[src/rtl/object_motion_ctrl.sv]
// Frame-synchronous position controller for one square_object: moves the top-left corner
// by a signed velocity once per frame and reflects off screen bounds and latched collisions.
module object_motion_ctrl #(
    parameter int OBJECT_WIDTH_X  = 16,
    parameter int OBJECT_HEIGHT_Y = 32,
    parameter int X_MIN           = 0,
    parameter int X_MAX           = 640,
    parameter int Y_MIN           = 0,
    parameter int Y_MAX           = 480
) (
    input  logic               clk,
    input  logic               rst,
    input  logic               start,
    input  logic               enable,
    input  logic               startOfFrame,
    input  logic               hit_x,
    input  logic               hit_y,
    input  logic signed [10:0] init_x,
    input  logic signed [10:0] init_y,
    input  logic signed [7:0]  speed_x,
    input  logic signed [7:0]  speed_y,
    output logic signed [10:0] topLeftX,
    output logic signed [10:0] topLeftY,
    output logic               moving,
    output logic               pos_valid,
    output logic               bounce
);

    localparam logic signed [11:0] X_LO = 12'(X_MIN);
    localparam logic signed [11:0] X_HI = 12'(X_MAX - OBJECT_WIDTH_X);
    localparam logic signed [11:0] Y_LO = 12'(Y_MIN);
    localparam logic signed [11:0] Y_HI = 12'(Y_MAX - OBJECT_HEIGHT_Y);

    typedef enum logic [1:0] {IDLE, RUN, UPDATE, DONE} state_t;

    typedef struct packed {
        logic signed [10:0] pos;
        logic signed [7:0]  vel;
        logic               flip;
    } axis_t;

    state_t             state;
    logic signed [7:0]  vel_x;
    logic signed [7:0]  vel_y;
    logic               latch_x;
    logic               latch_y;
    logic               flip_seen;
    axis_t              next_x;
    axis_t              next_y;

    // -128 has no positive twin in 8 bits, so reversal saturates to +127.
    function automatic logic signed [7:0] sat_neg(input logic signed [7:0] v);
        if (v == 8'sb1000_0000) begin
            return 8'sd127;
        end
        return -v;
    endfunction

    function automatic axis_t step_axis(input logic signed [10:0] pos,
                                        input logic signed [7:0]  vel,
                                        input logic               hit,
                                        input logic signed [11:0] lo,
                                        input logic signed [11:0] hi);
        axis_t             r;
        logic signed [11:0] n;
        n      = $signed({pos[10], pos}) + $signed({{4{vel[7]}}, vel});
        r.pos  = pos;
        r.vel  = vel;
        r.flip = 1'b0;
        if (hit) begin
            r.vel  = sat_neg(vel);
            r.flip = 1'b1;
        end else if (n < lo) begin
            r.pos  = lo[10:0];
            r.vel  = sat_neg(vel);
            r.flip = 1'b1;
        end else if (n > hi) begin
            r.pos  = hi[10:0];
            r.vel  = sat_neg(vel);
            r.flip = 1'b1;
        end else begin
            r.pos  = n[10:0];
        end
        return r;
    endfunction

    // A hit arriving in the same cycle as startOfFrame still counts for this frame.
    always_comb begin
        next_x = step_axis(topLeftX, vel_x, latch_x | hit_x, X_LO, X_HI);
        next_y = step_axis(topLeftY, vel_y, latch_y | hit_y, Y_LO, Y_HI);
    end

    always_ff @(posedge clk or posedge rst) begin
        if (rst) begin
            state     <= IDLE;
            topLeftX  <= X_LO[10:0];
            topLeftY  <= Y_LO[10:0];
            vel_x     <= '0;
            vel_y     <= '0;
            latch_x   <= 1'b0;
            latch_y   <= 1'b0;
            flip_seen <= 1'b0;
            moving    <= 1'b0;
            pos_valid <= 1'b0;
            bounce    <= 1'b0;
        end else begin
            pos_valid <= 1'b0;
            bounce    <= 1'b0;
            if (start) begin
                topLeftX <= init_x;
                topLeftY <= init_y;
                vel_x    <= speed_x;
                vel_y    <= speed_y;
                latch_x  <= 1'b0;
                latch_y  <= 1'b0;
                state    <= RUN;
                moving   <= 1'b1;
            end else begin
                case (state)
                    IDLE: begin
                        moving <= 1'b0;
                    end
                    RUN: begin
                        if (startOfFrame && enable) begin
                            // Position is committed on entry to UPDATE so it is visible one cycle after the frame pulse.
                            topLeftX  <= next_x.pos;
                            topLeftY  <= next_y.pos;
                            vel_x     <= next_x.vel;
                            vel_y     <= next_y.vel;
                            flip_seen <= next_x.flip | next_y.flip;
                            latch_x   <= 1'b0;
                            latch_y   <= 1'b0;
                            state     <= UPDATE;
                        end else begin
                            latch_x <= latch_x | hit_x;
                            latch_y <= latch_y | hit_y;
                        end
                        moving <= 1'b1;
                    end
                    UPDATE: begin
                        latch_x   <= latch_x | hit_x;
                        latch_y   <= latch_y | hit_y;
                        pos_valid <= 1'b1;
                        bounce    <= flip_seen;
                        state     <= DONE;
                        moving    <= 1'b0;
                    end
                    DONE: begin
                        latch_x <= latch_x | hit_x;
                        latch_y <= latch_y | hit_y;
                        state   <= RUN;
                        moving  <= 1'b1;
                    end
                    default: begin
                        state  <= IDLE;
                        moving <= 1'b0;
                    end
                endcase
            end
        end
    end

endmodule

[config.mk]
export PLATFORM = sky130hd
export DESIGN_NAME = object_motion_ctrl
export DESIGN_NICKNAME = d
export VERILOG_FILES = /design/src/rtl/object_motion_ctrl.sv
export SDC_FILE = /design/constraint.sdc
export NUM_CORES = 1
export LEC_CHECK = 0
export BUFFER_PORTS_ARGS = -buffer_cell sky130_fd_sc_hd__buf_2
export CAP_MARGIN = 10
export CORE_MARGIN = 4
export CORE_UTILIZATION = 55
export DETAILED_ROUTE_END_ITERATION = 8
export HOLD_SLACK_MARGIN = 0.1
export PLACE_DENSITY = 0.8
export SYNTH_ARGS = -nofsm -noshare
export SYNTH_HDL_FRONTEND = slang
export SYNTH_SLANG_ARGS = --single-unit
[constraint.sdc]
create_clock -name clk -period 4.5 [get_ports clk]
set_clock_uncertainty 0.05 [all_clocks]
set_input_delay 0 -clock clk [delete_from_list [all_inputs] [get_ports clk]]
set_output_delay 0 -clock clk [all_outputs]
set_load 0.01 [all_outputs]
== Word-level counts from Yosys, hierarchy flattened ==
Cells that the tools add are included.
Word-level totals
  output and inout port bits: 25
  input port bits: 45
  flip-flop bits (word level): 46
Cells by class
  reductions and logical operators: 17
  $add $sub $neg: 4
  equality and inequality tests: 8
  muxes and demuxes: 59
  bitwise operators: 4
  magnitude comparators: 4
Operators with widths (count)
  $mux W8: 14
  $mux W11: 10
  $mux W20: 2
  $mux W9: 4
  $add A11 B8 Y12: 2
  $lt A12 B1 Y1 const B: 2
  $mux W1: 23
  $eq A8 B8 Y1 const B: 2
  $neg A8 Y8: 2
  $reduce_and A3 Y1: 5
  $gt A12 B10 Y1 const B: 1
  $gt A12 B11 Y1 const B: 1
  $reduce_bool A4 Y1: 3
  $pmux W1 S2: 3
  $pmux W2 S3: 1
  $reduce_or A2 Y1: 3
  $eq A2 B2 Y1 const B: 2
  $mux W2: 2
  $ne A2 B2 Y1 const B: 2
  $reduce_bool A2 Y1: 2
  $ne A3 B3 Y1 const B: 1
  $or A1 B1 Y1: 3
  $reduce_bool A3 Y1: 1
  $eq A2 B1 Y1 const B: 1
  other kinds (4): 4

== Depth between registers and ports, before layout ==
Gate-level depths: netlist of the first run.
  depth after elaboration: 12
  gate-level depth with buffers: 11

== Worst setup path before layout of the first run ==
OpenSTA, ideal clock, no wires.
  kind: register to register
  start: register topLeftX[0]
  end: register vel_x[3]
  path slack: 1.702 ns
  required time: 4.305 ns
  path buffers: 1
  stages on the path, launching flop included: 12
  clock period less this slack: 2.798 ns
  data arrival time: 2.604 ns
  path through: dfrtp_1 ha_1 fa_1 a21oi_1 o21ai_1 a21oi_1 xor2_1 o311ai_2 a211oi_2 buf_4 o311ai_0 o211ai_1
On the way
  longest elaborated chain between the ends: 7
RTL lines
  start, declared: RTL line 22  | output logic signed [10:0] topLeftX,
  start signal, assigned: RTL line 96  | topLeftX <= X_LO[10:0];
  start signal, assigned: RTL line 110  | topLeftX <= init_x;
  start signal, assigned: RTL line 126  | topLeftX <= next_x.pos;
  $add A11 B8 Y12 *: RTL line 66  | n = $signed({pos[10], pos}) + $signed({{4{vel[7]}}, vel});
  $lt A12 B1 Y1: RTL line 73  | end else if (n < lo) begin
  $mux W20: RTL line 73
  $mux W9: RTL line 70  | if (hit) begin
  $mux W8: RTL line 124  | if (startOfFrame && enable) begin
  $mux W8: RTL line 119  | case (state)
  $mux W8: RTL line 109  | if (start) begin
  end signal, assigned: RTL line 112  | vel_x <= speed_x;
  end signal, assigned: RTL line 128  | vel_x <= next_x.vel;
  end, declared: RTL line 43  | logic signed [7:0] vel_x;
Mark *: on every way between the ends. The rest lies on a longest branch, timed or not. The select of a mux whose other input is x is not followed.
A chain may end at the register's enable or synchronous reset.

== Worst setup path in the final report of the first run ==
  start: register topLeftX[0]
  end: register vel_x[2]
The elaborated chain is that of the path after synthesis.

==> results of run 1 <==
where the power goes:
group / switching, mW / leakage, nW / internal, mW
clock network: 0.144 / 0.0431 / 0.119
logic: 0.569 / 1.31 / 0.407
registers: 0.0702 / 0.546 / 0.477
total: 0.783 / 1.89 / 1.00
worst max path at each step:
stage | end | startpoint | cells after the start
detailed placement | vel_x[2] | topLeftX[0] | 10
floorplan | vel_x[3] | topLeftX[0] | 11
global placement | vel_x[4] | topLeftX[0] | 10
global route | vel_x[2] | topLeftX[0] | 10
finish | vel_x[2] | topLeftX[0] | 10
CTS | vel_x[2] | topLeftX[0] | 10
stage by stage:
step	hold WS, ps	power (mW)
floorplan	87.7	1.26
global placement	185	1.44
detailed placement	188	1.48
CTS	136	1.77
global route	187	1.91
finish	137	1.79
layer usage:
metal  vias to the layer above  GRT usage [%]  routed length, um  share of wire [%]
li1                       1643              -                  -                  -
met1                      1624           33.0               4150                 45
met2                       125           40.4               4260                 47
met3                        26           4.18                551                6.0
met4                         0           7.65                186                2.0
met5                         -              0                  0                  0
registers in the layout (all words and copies together), names as in the netlist:
signal     flops
latch_y        1
topLeftY      11
state          2
vel_y          8
flip_seen      1
pos_valid      1
latch_x        1
moving         1
bounce         1
topLeftX      11
vel_x          8
synth_stat cells (3+ instances only):
library cell / instances / share of area (%)
sky130_fd_sc_hd__a32oi_1: 4 / 1.0
sky130_fd_sc_hd__xnor2_1: 8 / 2.1
sky130_fd_sc_hd__o221ai_1: 3 / 0.77
sky130_fd_sc_hd__a22o_1: 4 / 1.0
sky130_fd_sc_hd__o311ai_0: 4 / 1.0
sky130_fd_sc_hd__a211oi_1: 6 / 1.3
sky130_fd_sc_hd__xor2_1: 9 / 2.3
sky130_fd_sc_hd__clkbuf_1: 10 / 1.1
sky130_fd_sc_hd__nor3b_1: 3 / 0.66
sky130_fd_sc_hd__ha_1: 24 / 8.8
sky130_fd_sc_hd__nor2_1: 37 / 4.1
sky130_fd_sc_hd__o211ai_1: 14 / 3.1
sky130_fd_sc_hd__and2_1: 4 / 0.74
sky130_fd_sc_hd__o21ai_0: 19 / 2.8
sky130_fd_sc_hd__a21o_1: 5 / 1.1
sky130_fd_sc_hd__a21oi_1: 31 / 4.6
sky130_fd_sc_hd__a31oi_1: 6 / 1.1
sky130_fd_sc_hd__nand3_1: 8 / 1.2
sky130_fd_sc_hd__or3_1: 6 / 1.1
sky130_fd_sc_hd__a22oi_1: 6 / 1.3
sky130_fd_sc_hd__dfrtp_1: 46 / 34
sky130_fd_sc_hd__nand3b_1: 3 / 0.66
sky130_fd_sc_hd__nor3_1: 7 / 1.0
sky130_fd_sc_hd__nand2_1: 31 / 3.4
sky130_fd_sc_hd__nand2b_1: 6 / 1.1
sky130_fd_sc_hd__o21a_1: 4 / 0.88
sky130_fd_sc_hd__inv_1: 18 / 2.0
worst register-to-register path, delay by kind of cell (launching register included):
| kind | cells | cell delay, ps |
|---|---|---|
| AND/OR/NAND/NOR | 1 | 330 |
| flip-flops | 1 | 410 |
| adder cells (fa/ha/maj) | 2 | 650 |
| AO/OA/AOI/OAI | 6 | 1520 |
| XOR/XNOR | 1 | 240 |
layout make-up:
type / instances / area [um^2]
multi-input combinational: 304 / 2120
timing repair buffer: 111 / 763
sequential: 46 / 1150
inverter: 18 / 67.6
clock buffer: 6 / 82.6
fill: 475 / 1680
tap: 75 / 93.8
logic make-up (layout without fill, tap and decap cells):
kind of cell / Yosys count / count (layout) / synth area share [%]
buffers and inverters: 31 / 135 / 3.61
adder cells (fa/ha/maj): 26 / 26 / 10.0
AND/OR/NAND/NOR: 121 / 121 / 17.6
AO/OA/AOI/OAI: 137 / 137 / 29.1
multiplexers: 1 / 1 / 0.332
flip-flops: 46 / 46 / 33.9
XOR/XNOR: 19 / 19 / 5.34
repair_timing:
item,4_1_cts,5_1_grt
hold buffers,41,0
hold endpoints to repair,86,0
buffers inserted,0,0
==> results by stage, run 1 <==
Status:
- The run finished with clean final reports.

Timing:
- After routing, the total negative slack on setup checks comes to 0 ps.
- The worst pin sits at a relative slew slack of 33.0%.
- The slack of the critical path is 1180 ps.
- At the pin with the least slew margin, the transition time is 1000 ps.
- The max-slew violation count is 0.
- The final worst-path cycle share is 73.8%.
- The number of hold violations in the final report is 0.
- Setup repair after global routing left no endpoint under its margin.
- After layout, the minimum clock period comes to 3320 ps.
- The number of failing setup endpoints in the final timing report is 0.
- Derived from the worst setup path, the maximum achievable clock frequency is 0.301 GHz.

Drt:
- Dividing the detail-routed via count by the number of cells gives 6.10.
- In the final routed layout, each cell accounts on average for 16.3 um.
- The final antenna-violating net count is 0.
- For this run, design rule violations remaining after detail routing come to 0.
- For this block, the initial DRC count from the detailed router was 195.
- After detailed routing, the total wire length is 9.14 mm.
- The number of vias after detailed routing is 3418.
- Before antenna repair, the detailed router went through 4 iterations.

Synthesis:
- The cell area after technology mapping is 0.00340 mm^2.
- For this run, the leading register cell type out of synthesis is sky130_fd_sc_hd__dfrtp_1.
- The number of register bits inferred by synthesis is 46.
- The share of flip-flops with an asynchronous set or reset is 100%.
- The number of nets in the synthesized netlist is 452.
- The count of yosys warnings during synthesis is 0.
- The number of flops mapped to enable cells by yosys is 0.
- The mean instance size in the synthesized netlist is 8.91 um^2.
- The number of different library cells used by synthesis comes to 66.
- For this run, the register share of the synthesized area comes to 33.9%.
- The cell count after synthesis came out at 381.

Die:
- The number of standard-cell rows in the floorplan is 28.
- The initial utilization of the core area, before any placement, comes to 57.0%.
- After floorplanning, the core was sized to cover 0.00596 mm^2.
- The die area is 0.00750 mm^2.
- In this run the vertical extent of the chip is 86.6 um.
- The number of top-level design ports is 70.
- The die is 86.6 um wide.

Global route:
- The total congestion overflow is 0.
- The initial antenna violation count came to 0.
- The total global routing track utilization is 24.5%.
- The first global-routing pass estimated 15.0 mm of wire.
- The maximum number of pins on one net before global-route repair is 51.
- The number of global-route vias before repair is 3260.

Worst setup path:
- The type of destination of the critical path is a flip-flop.
- The worst-case reg-to-reg path depth is 10.
- The maximum single-stage delay on the critical path is 640 ps.
- Walking the worst path, the cells encountered are ha_1 > fa_1 > a21oi_1 > o21ai_1 > o22ai_1 > xor2_1 > o311ai_2 > a211oi_2 > nand2b_2 > o211ai_1.
- Along the worst path, the maximum fanout reaches 11.
- The data arrival at the endpoint of the critical path is 3440 ps.
- The count of buffer and inverter cells on the critical path is 0.
- The top cell family by delay on the critical path is compound AO/OA/AOI/OAI gates.
- The critical path is of the reg2reg type.
- The critical-path cell with the highest stage delay is sky130_fd_sc_hd__a211oi_2.
- The flop-to-flop setup slack is 1180 ps.
- STA puts the critical path data required time at 4620 ps.
- The endpoint of the lowest-slack register-to-register path is vel_x[2].
- The startpoint of the worst-slack reg-to-reg timing path is topLeftX[0].
- The kind of start point of the critical path is a flip-flop.

Placed design:
- After detailed placement, the total cell area comes to 0.00379 mm^2.
- At the placement stage, the worst setup path has a slack of 1280 ps.
- The global placer's final weighted congestion is 0.996.
- The wire-length estimate of the detail-placed layout is 6.43 mm.
- The number of buffer cells added on primary ports is 69.
- The placed instance count is 513.

Cells and area:
- The finished cells cover 0.00428 mm^2.
- In the layout the commonest cells are sky130_fd_sc_hd__buf_2 (69), sky130_fd_sc_hd__dfrtp_1 (46), sky130_fd_sc_hd__dlygate4sd3_1 (41), sky130_fd_sc_hd__nor2_1 (37).
- The most frequent standard cell in the layout excluding fill and tap cells is sky130_fd_sc_hd__buf_2.
- The post-route netlist has 19.6% of its cells at a drive strength greater than 1.
- The area added between synthesis and finish is 26.1%.
- At the end of the flow the core is filled with cells to 71.9%.
- The count of non-filler cells in the finished layout is 560.
- The net total in the final layout is 557.
- The antenna diode count is 0.

CTS:
- CTS placed an instance of sky130_fd_sc_hd__clkbuf_8 at the clock tree root.
- The number of cells upsized or downsized after cts is 0.
- The number of clock sinks is 46.
- The number of buffers created by CTS is 5.
- The TritonCTS clock tree is built.
- The clock slew seen by the registers of the worst setup and hold paths is 80 ps.
- The clock passes through at most 2 buffers.
- The clock latency on the worst-skew pair is 300 ps.
- The number of H-tree branching levels is 2.

Pwr:
- For this design the ratio of total power to cell area is 417 mW/mm^2.
- The peak supply drop is 0.257 mV.
- Summed over all cells, the static leakage comes to 1.89 nW.

Worst hold path:
- The worst-case hold path end point is state[0].
- In this run the worst hold path is classified as in2reg.
- The number of stages on the worst hold path is 4.
- The critical hold path startpoint is enable.

Run:
- The tool flagged a number of max-cap violations equal to 0.
Power figures use the tool's default switching activity.
==> run 2, diff against run 1 <==
==> constraint.sdc (replaced) <==
create_clock -name clk -period 3.3 [get_ports clk]
set_clock_uncertainty 0.05 [all_clocks]
set_input_delay 0 -clock clk [delete_from_list [all_inputs] [get_ports clk]]
set_output_delay 0 -clock clk [all_outputs]
set_load 0.01 [all_outputs]
==> run 2 against run 1 <==
  * Critical path depth is 1 higher
  * Wire length rose by 1.3%
  * Sequential power grew 36%
  * Core utilization up 0.65 points
  * Clock-buffer cell count grew 1
  * Flip-flop and latch count unchanged
  * Clock power grew 42%
  * Non-clock buffer count rose by 4
  * Worst setup slack got worse by 1000 ps
  * Final area increased by 0.91%
  * Largest power group unchanged
==> results by stage, run 2 (synthesized netlist as in run 1, its figures left out) <==
Status:
- The run finished with clean final reports.

Worst setup path:
- At the worst endpoint, the required time is 3420 ps.
- Counting cells, the worst reg-to-reg path comes to 11.
- The highest fanout seen on the critical path is 11.
- For the worst setup path, the data arrival time is 3290 ps.
- The critical path start-end classification is reg2reg.
- The kind of start point of the critical path is a flip-flop.
- STA classifies the critical path endpoint as a flip-flop.

CTS:
- The clock passes through at most 2 buffers.
- The buffer type at the clock tree root is sky130_fd_sc_hd__clkbuf_8.
- The clock reaches the later pin of the worst-skew pair after 310 ps.
- Once the clock tree was built, the setup fixing pass inserted 0 buffers.
- Counting the buffers created by CTS gives 5.
- The number of H-tree branching levels is 2.
- CTS saw 46 sinks.
- TritonCTS built the clock tree.
- After clock tree synthesis, the clock-pin slew on the worst setup and hold paths is 90 ps.

Global route:
- The first-pass GRT wire length is 15.4 mm.
- The initial antenna violation count is 0.
- The maximum number of pins on one net before global-route repair is 50.
- The total congestion overflow is 0.
- The number of global-route vias before repair is 3315.
- The total global routing track utilization is 25.4%.

Timing:
- The final critical path time including I/O delays and setup is 3170 ps.
- Based on the critical path, the design can be clocked at up to 0.315 GHz.
- The number of hold violations in the final report came to 0.
- The slew of the pin with the lowest slew margin is 997 ps.
- After layout, the worst setup slack is 130 ps.
- In this run the tightest slew margin relative to its limit is 33.4%.
- The accumulated negative setup slack is 0 ps.
- The max-slew violation count was 0.
- The number of failing setup endpoints in the final timing report is 0.
- Setup repair after global routing left no endpoint under its margin.
- The final worst-path cycle share is 96.1%.

Cells and area:
- From synthesis to final layout, the design area changed by 27.2%.
- The largest registers in the layout are topLeftX: 11 flops, topLeftY: 11 flops.
- In the layout the commonest cells are sky130_fd_sc_hd__buf_2 (69), sky130_fd_sc_hd__dfrtp_1 (46), sky130_fd_sc_hd__dlygate4sd3_1 (41), sky130_fd_sc_hd__nor2_1 (37).
- The library cell used most frequently in the layout, excluding fill and tap cells, is sky130_fd_sc_hd__buf_2.
- The number of antenna diodes in the final layout is 0.
- The layout cell share with drive strength beyond 1 is 20.4%.
- After the last flow step, the layout net total stands at 561.

Drt:
- The detail-routed via count per cell is 6.00.
- The number of DRC violations after detailed-routing iteration 0 is 247.
- The first detailed-routing pass took 5 iterations.
- In the final routed layout, each cell accounts on average for 16.4 um.
- The number of vias after detailed routing is 3398.
- After detailed routing, the number of remaining DRC violations is 0.
- Summed over all layers, the routed wires come to 9.27 mm.
- The final antenna-violating net count is 0.

Pwr:
- Dividing total power by cell area gives a power density of 568 mW/mm^2.
- The design draws 2.45 mW.
- The leakage power total is 1.92 nW.
- The worst-case IR drop observed on VDD is 0.313 mV.

Placed design:
- The global placer's final weighted congestion is 0.916.
- The number of buffer cells added on primary ports is 69.
- At the placement stage, the worst setup path has a slack of 235 ps.
- After legalization and detailed placement, the total HPWL measured 6.47 mm.

Die:
- Pin placement for this block handled 70 I/O pins.
- In this run the standard cell core region covers 0.00596 mm^2.
- The die area is 0.00750 mm^2.
- The y dimension of the die is 86.6 um.
- The die boundary width is 86.6 um.
- The initial utilization of the core area, before any placement, comes to 57.0%.
- The number of standard-cell rows in the floorplan is 28.

Worst hold path:
- The path type of the worst min-delay path is in2reg.
- The number of stages on the worst hold path is 4.

Run:
- The max-capacitance violation count is 0.
-- run 2: cell types whose count changed in the layout (fill, tap and decap cells not counted) --
| cell | delta |
|---|---|
| sky130_fd_sc_hd__clkbuf_1 | +1 |
| sky130_fd_sc_hd__clkinv_2 | +1 |
| sky130_fd_sc_hd__o311ai_1 | +1 |
| sky130_fd_sc_hd__buf_4 | +4 |
| sky130_fd_sc_hd__o311ai_0 | -1 |
-- run 2: timing repair --
action,4_1_cts,5_1_grt
setup endpoints to repair,0,1
endpoints found under the hold margin,86,0
resized for setup,0,1
hold buffers,41,0
-- run 2: report_power, final --
part	internal (mW)	switching [mW]	leakage [nW]	total, mW
clock network	0.170	0.205	0.0482	0.374
logic	0.566	0.768	1.33	1.33
registers	0.650	0.0950	0.546	0.745
-- run 2: critical path, stage by stage (launching register included) --
cell and delay (ps):
sky130_fd_sc_hd__dfrtp_1 410, sky130_fd_sc_hd__ha_1 230, sky130_fd_sc_hd__fa_1 410, sky130_fd_sc_hd__a21oi_1 250, sky130_fd_sc_hd__o21bai_1 120, sky130_fd_sc_hd__xor2_1 240
sky130_fd_sc_hd__o41ai_2 140, sky130_fd_sc_hd__o311ai_2 340, sky130_fd_sc_hd__a211oi_2 120, sky130_fd_sc_hd__buf_4 190, sky130_fd_sc_hd__o311ai_0 390, sky130_fd_sc_hd__o211ai_1 150
-- run 2: area by class of cell --
class	instances	area, um^2
Clock buffer	7	86.3
Clock inverter	1	5.00
Fill cell	455	1640
Inverter	18	67.6
Multi-Input combinational cell	304	2120
Sequential cell	46	1150
Tap cell	75	93.8
Timing Repair Buffer	115	793
-- run 2: stage by stage --
step                cell area [um^2]  util, %  hold WS, ps  cells
floorplan                       3400        -         87.7    381
global placement                3820     64.1          185    517
detailed placement              3820     64.1          186    517
CTS                             4320     72.5          101    566
global route                    4320     72.5          140    566
finish                          4320     72.5          103    566
-- run 2: final timing paths --
path	startpoint	end	slack, ps
min in group asynchronous	rst	topLeftX[8]	420
max in group asynchronous	rst	topLeftY[5]	2160
worst min-delay path	enable	state[0]	100
worst min register to register	flip_seen	bounce	490
worst max register to register	topLeftX[0]	vel_x[3]	130
worst max-delay path	topLeftX[0]	vel_x[3]	130
-- run 2: layer usage --
layer  wire length, um  track usage (%)  share of wire, %
met5                 0                0                 0
met4               146             6.80               1.6
met3               504             3.71               5.4
met2              4330             41.6                47
met1              4280             35.1                46
==> run 3, diff against run 2 <==
--- a/config.mk
+++ b/config.mk
@@ -8,10 +8,10 @@
 export BUFFER_PORTS_ARGS = -buffer_cell sky130_fd_sc_hd__buf_2
 export CAP_MARGIN = 10
 export CORE_MARGIN = 4
-export CORE_UTILIZATION = 55
+export CORE_UTILIZATION = 50
 export DETAILED_ROUTE_END_ITERATION = 8
 export HOLD_SLACK_MARGIN = 0.1
-export PLACE_DENSITY = 0.8
+export PLACE_DENSITY = 0.77
 export SYNTH_ARGS = -nofsm -noshare
 export SYNTH_HDL_FRONTEND = slang
 export SYNTH_SLANG_ARGS = --single-unit
==> constraint.sdc (replaced) <==
create_clock -name clk -period 2.8 [get_ports clk]
set_clock_uncertainty 0.05 [all_clocks]
set_input_delay 0 -clock clk [delete_from_list [all_inputs] [get_ports clk]]
set_output_delay 0 -clock clk [all_outputs]
set_load 0.01 [all_outputs]
==> run 3 against run 2 <==
  * The flow now finishes with violations (setup timing)
  * Non-clock buffer count is 44 higher
  * Hold slack better by 23 ps
  * Final cell count is 8.0% higher
  * Register-to-register slack worse by 240 ps
  * Sequential share of layout area shrank 3.6 points
  * Power rose by 49%
  * Global-route usage is 0.49 points lower
  * Critical path type unchanged
==> results by stage, run 3 (synthesized netlist as in run 1, its figures left out) <==
Global route:
- The initial antenna violation count is 0.
- Global routing used 24.9% of the available tracks across all layers.
- The first-pass GRT wire length is 17.0 mm.
- The number of global-route vias before repair is 3674.
- The total congestion overflow is 0.
- Entering global routing, the biggest net connects 50 pins.

Timing:
- Setup repair after global routing could not meet its margin everywhere.
- The slew of the pin with the lowest slew margin is 999 ps.
- The worst pin sits at a relative slew slack of 33.4%.
- The worst hold slack across all endpoints is 127 ps.
- The achievable frequency is 0.344 GHz.
- Setup slack on the critical path of the routed design comes to -107 ps.
- The number of failing setup endpoints in the final timing report is 18.
- For the final routed database, the setup TNS stands at -902 ps.
- After layout, the worst path uses 104% of the clock period.
- The number of hold violations in the final report is 0.
- The max-slew violation count was 0.
- The final critical path time including I/O delays and setup is 2910 ps.

Die:
- The initial core utilization is 52.6%.
- Pin placement for this block handled 70 I/O pins.
- The y dimension of the die is 90.4 um.
- The area of the core is 0.00646 mm^2.
- From left edge to right edge, the die measures 90.4 um.
- Row generation in the floorplan step produced 29 rows.
- The die covers 0.00817 mm^2.

Placed design:
- The number of buffer cells added on primary ports is 69.
- The global placer's final weighted congestion is 0.915.
- In this run the cell area measured after placement is 0.00404 mm^2.
- The wire-length estimate of the detail-placed layout is 6.71 mm.

Worst setup path:
- For the worst setup path, the data required time is 2940 ps.
- The type of destination of the critical path is a flip-flop.
- The worst setup path is launched from a flip-flop.
- Counting cells, the worst reg-to-reg path comes to 10.
- The highest fanout seen on the critical path is 6.
- The data arrival at the endpoint of the critical path is 3050 ps.
- Across all register-to-register paths, the minimum setup slack is -110 ps.
- The setup path with the least slack is of type reg2reg.

Pwr:
- Dividing total power by cell area gives a power density of 733 mW/mm^2.
- The analysis attributes to cell leakage a power of 2.18 nW.
- VDD sags by at most 0.393 mV.

Cells and area:
- The antenna diode count is 0.
- The net count of the finished layout is 605.
- Leaving out fill and tap cells, the most frequent cell in the layout is sky130_fd_sc_hd__buf_2.
- The library cells used most frequently in the layout, excluding fill and tap cells, are sky130_fd_sc_hd__buf_2 (69), sky130_fd_sc_hd__dfrtp_1 (45), sky130_fd_sc_hd__buf_4 (44), sky130_fd_sc_hd__dlygate4sd3_1 (41), sky130_fd_sc_hd__nor2_1 (36).
- Compared with the post-synthesis result, the final layout area differs by 47.0%.
- In the final layout, the registers with the most flip-flops are topLeftX: 11 flops, topLeftY: 11 flops.
- In the final layout, the share of cells above drive strength 1 is 35.8%.
- The post-layout instance area is 0.00499 mm^2.

CTS:
- The number of buffers created by CTS is 5.
- No sink is reached through more buffers than the 2 on the longest clock path.
- TritonCTS built the clock tree.
- The clock reaches the later pin of the worst-skew pair after 300 ps.
- The number of H-tree branching levels is 2.
- The clock drives 46 sinks.
- CTS placed an instance of sky130_fd_sc_hd__clkbuf_8 at the clock tree root.
- Clock-pin slew was measured on the worst setup and hold paths at 90 ps.

Status:
- The checks that failed: setup timing.
- The flow ran to the end, but the final reports show violations.

Drt:
- In the routed layout, each cell is associated on average with a via count of 6.23.
- The final antenna-violating net count is 0.
- The routed design has 11.1 mm of wire.
- In the final routed layout, each cell accounts on average for 18.2 um.
- The number of detailed-route iterations in the first pass is 5.
- The number of remaining DRC errors is 0.
- The number of DRC violations after detailed-routing iteration 0 is 291.
- The number of vias after detailed routing is 3807.

Run:
- Max-cap violations in this run came to 0.

Worst hold path:
- The worst hold path belongs to the class in2reg.
- The number of stages on the worst hold path is 4.
[run 3: cell types whose count changed in the layout (fill, tap and decap cells not counted), moves of 4 or more]
cell / change
sky130_fd_sc_hd__buf_4: +39
sky130_fd_sc_hd__o21ai_1: +6
sky130_fd_sc_hd__o21ai_2: +6
sky130_fd_sc_hd__o311ai_4: +4
sky130_fd_sc_hd__buf_6: +5
sky130_fd_sc_hd__ha_1: -5
sky130_fd_sc_hd__o21ai_0: -12
sky130_fd_sc_hd__a21oi_1: -5
[run 3: power breakdown]
group | switching, mW | total [mW] | internal, mW
sequential | 0.105 | 0.871 | 0.766
clock | 0.234 | 0.402 | 0.168
combinational | 1.28 | 2.39 | 1.11
total | 1.62 | 3.66 | 2.04
[run 3: what timing repair did]
| item | CTS | global route |
|---|---|---|
| resized for setup | 36 | 49 |
| pin swaps | 24 | 42 |
| endpoints found under the setup margin | 30 | 34 |
| hold buffers | 41 | 0 |
| setup buffers | 6 | 8 |
| hold endpoints to repair | 86 | 0 |
| gates cloned | 0 | 1 |
[run 3: layer usage]
layer,GRT usage [%],wire [um]
met5,0,0
met4,8.80,319
met3,4.08,771
met2,42.1,5350
met1,32.1,4670
[run 3: worst max-delay path: stages (launching register included)]
cell and delay, ps:
sky130_fd_sc_hd__dfrtp_2 460, sky130_fd_sc_hd__ha_4 250, sky130_fd_sc_hd__a21o_1 220, sky130_fd_sc_hd__a21oi_4 280, sky130_fd_sc_hd__xnor2_2 140, sky130_fd_sc_hd__o41ai_2 400, sky130_fd_sc_hd__o311ai_2 150, sky130_fd_sc_hd__a211oi_2 290
sky130_fd_sc_hd__buf_6 220, sky130_fd_sc_hd__o31ai_4 70, sky130_fd_sc_hd__mux2_4 270
[run 3: stage by stage]
stage | power [mW] | utilization (%) | setup WS (ps) | std cells
after floorplan | 2.02 | - | 1.70 | 381
after global placement | 2.55 | 62.5 | -32.6 | 548
after detailed placement | 2.61 | 62.5 | -178 | 548
after CTS | 3.30 | 72.8 | -36.8 | 602
after global routing | 3.87 | 77.3 | -159 | 611
final | 3.66 | 77.3 | -107 | 611
[run 3: path summary, 6_finish.rpt]
kind | start | end
min in group asynchronous | rst | topLeftX[9]
hold reg to reg | topLeftX[10] | topLeftX[10]
max in group asynchronous | rst | vel_x[1]
hold / removal | enable | state[0]
setup / recovery | vel_x[1] | vel_x[0]
setup reg to reg | vel_x[1] | vel_x[0]
[run 3: layout make-up]
class / count / area (um^2)
tap: 77 / 96.3
multi-input combinational: 304 / 2450
fill: 434 / 1470
clock inverter: 2 / 10.0
timing repair buffer: 159 / 1140
clock buffer: 5 / 68.8
sequential: 46 / 1150
inverter: 18 / 67.6
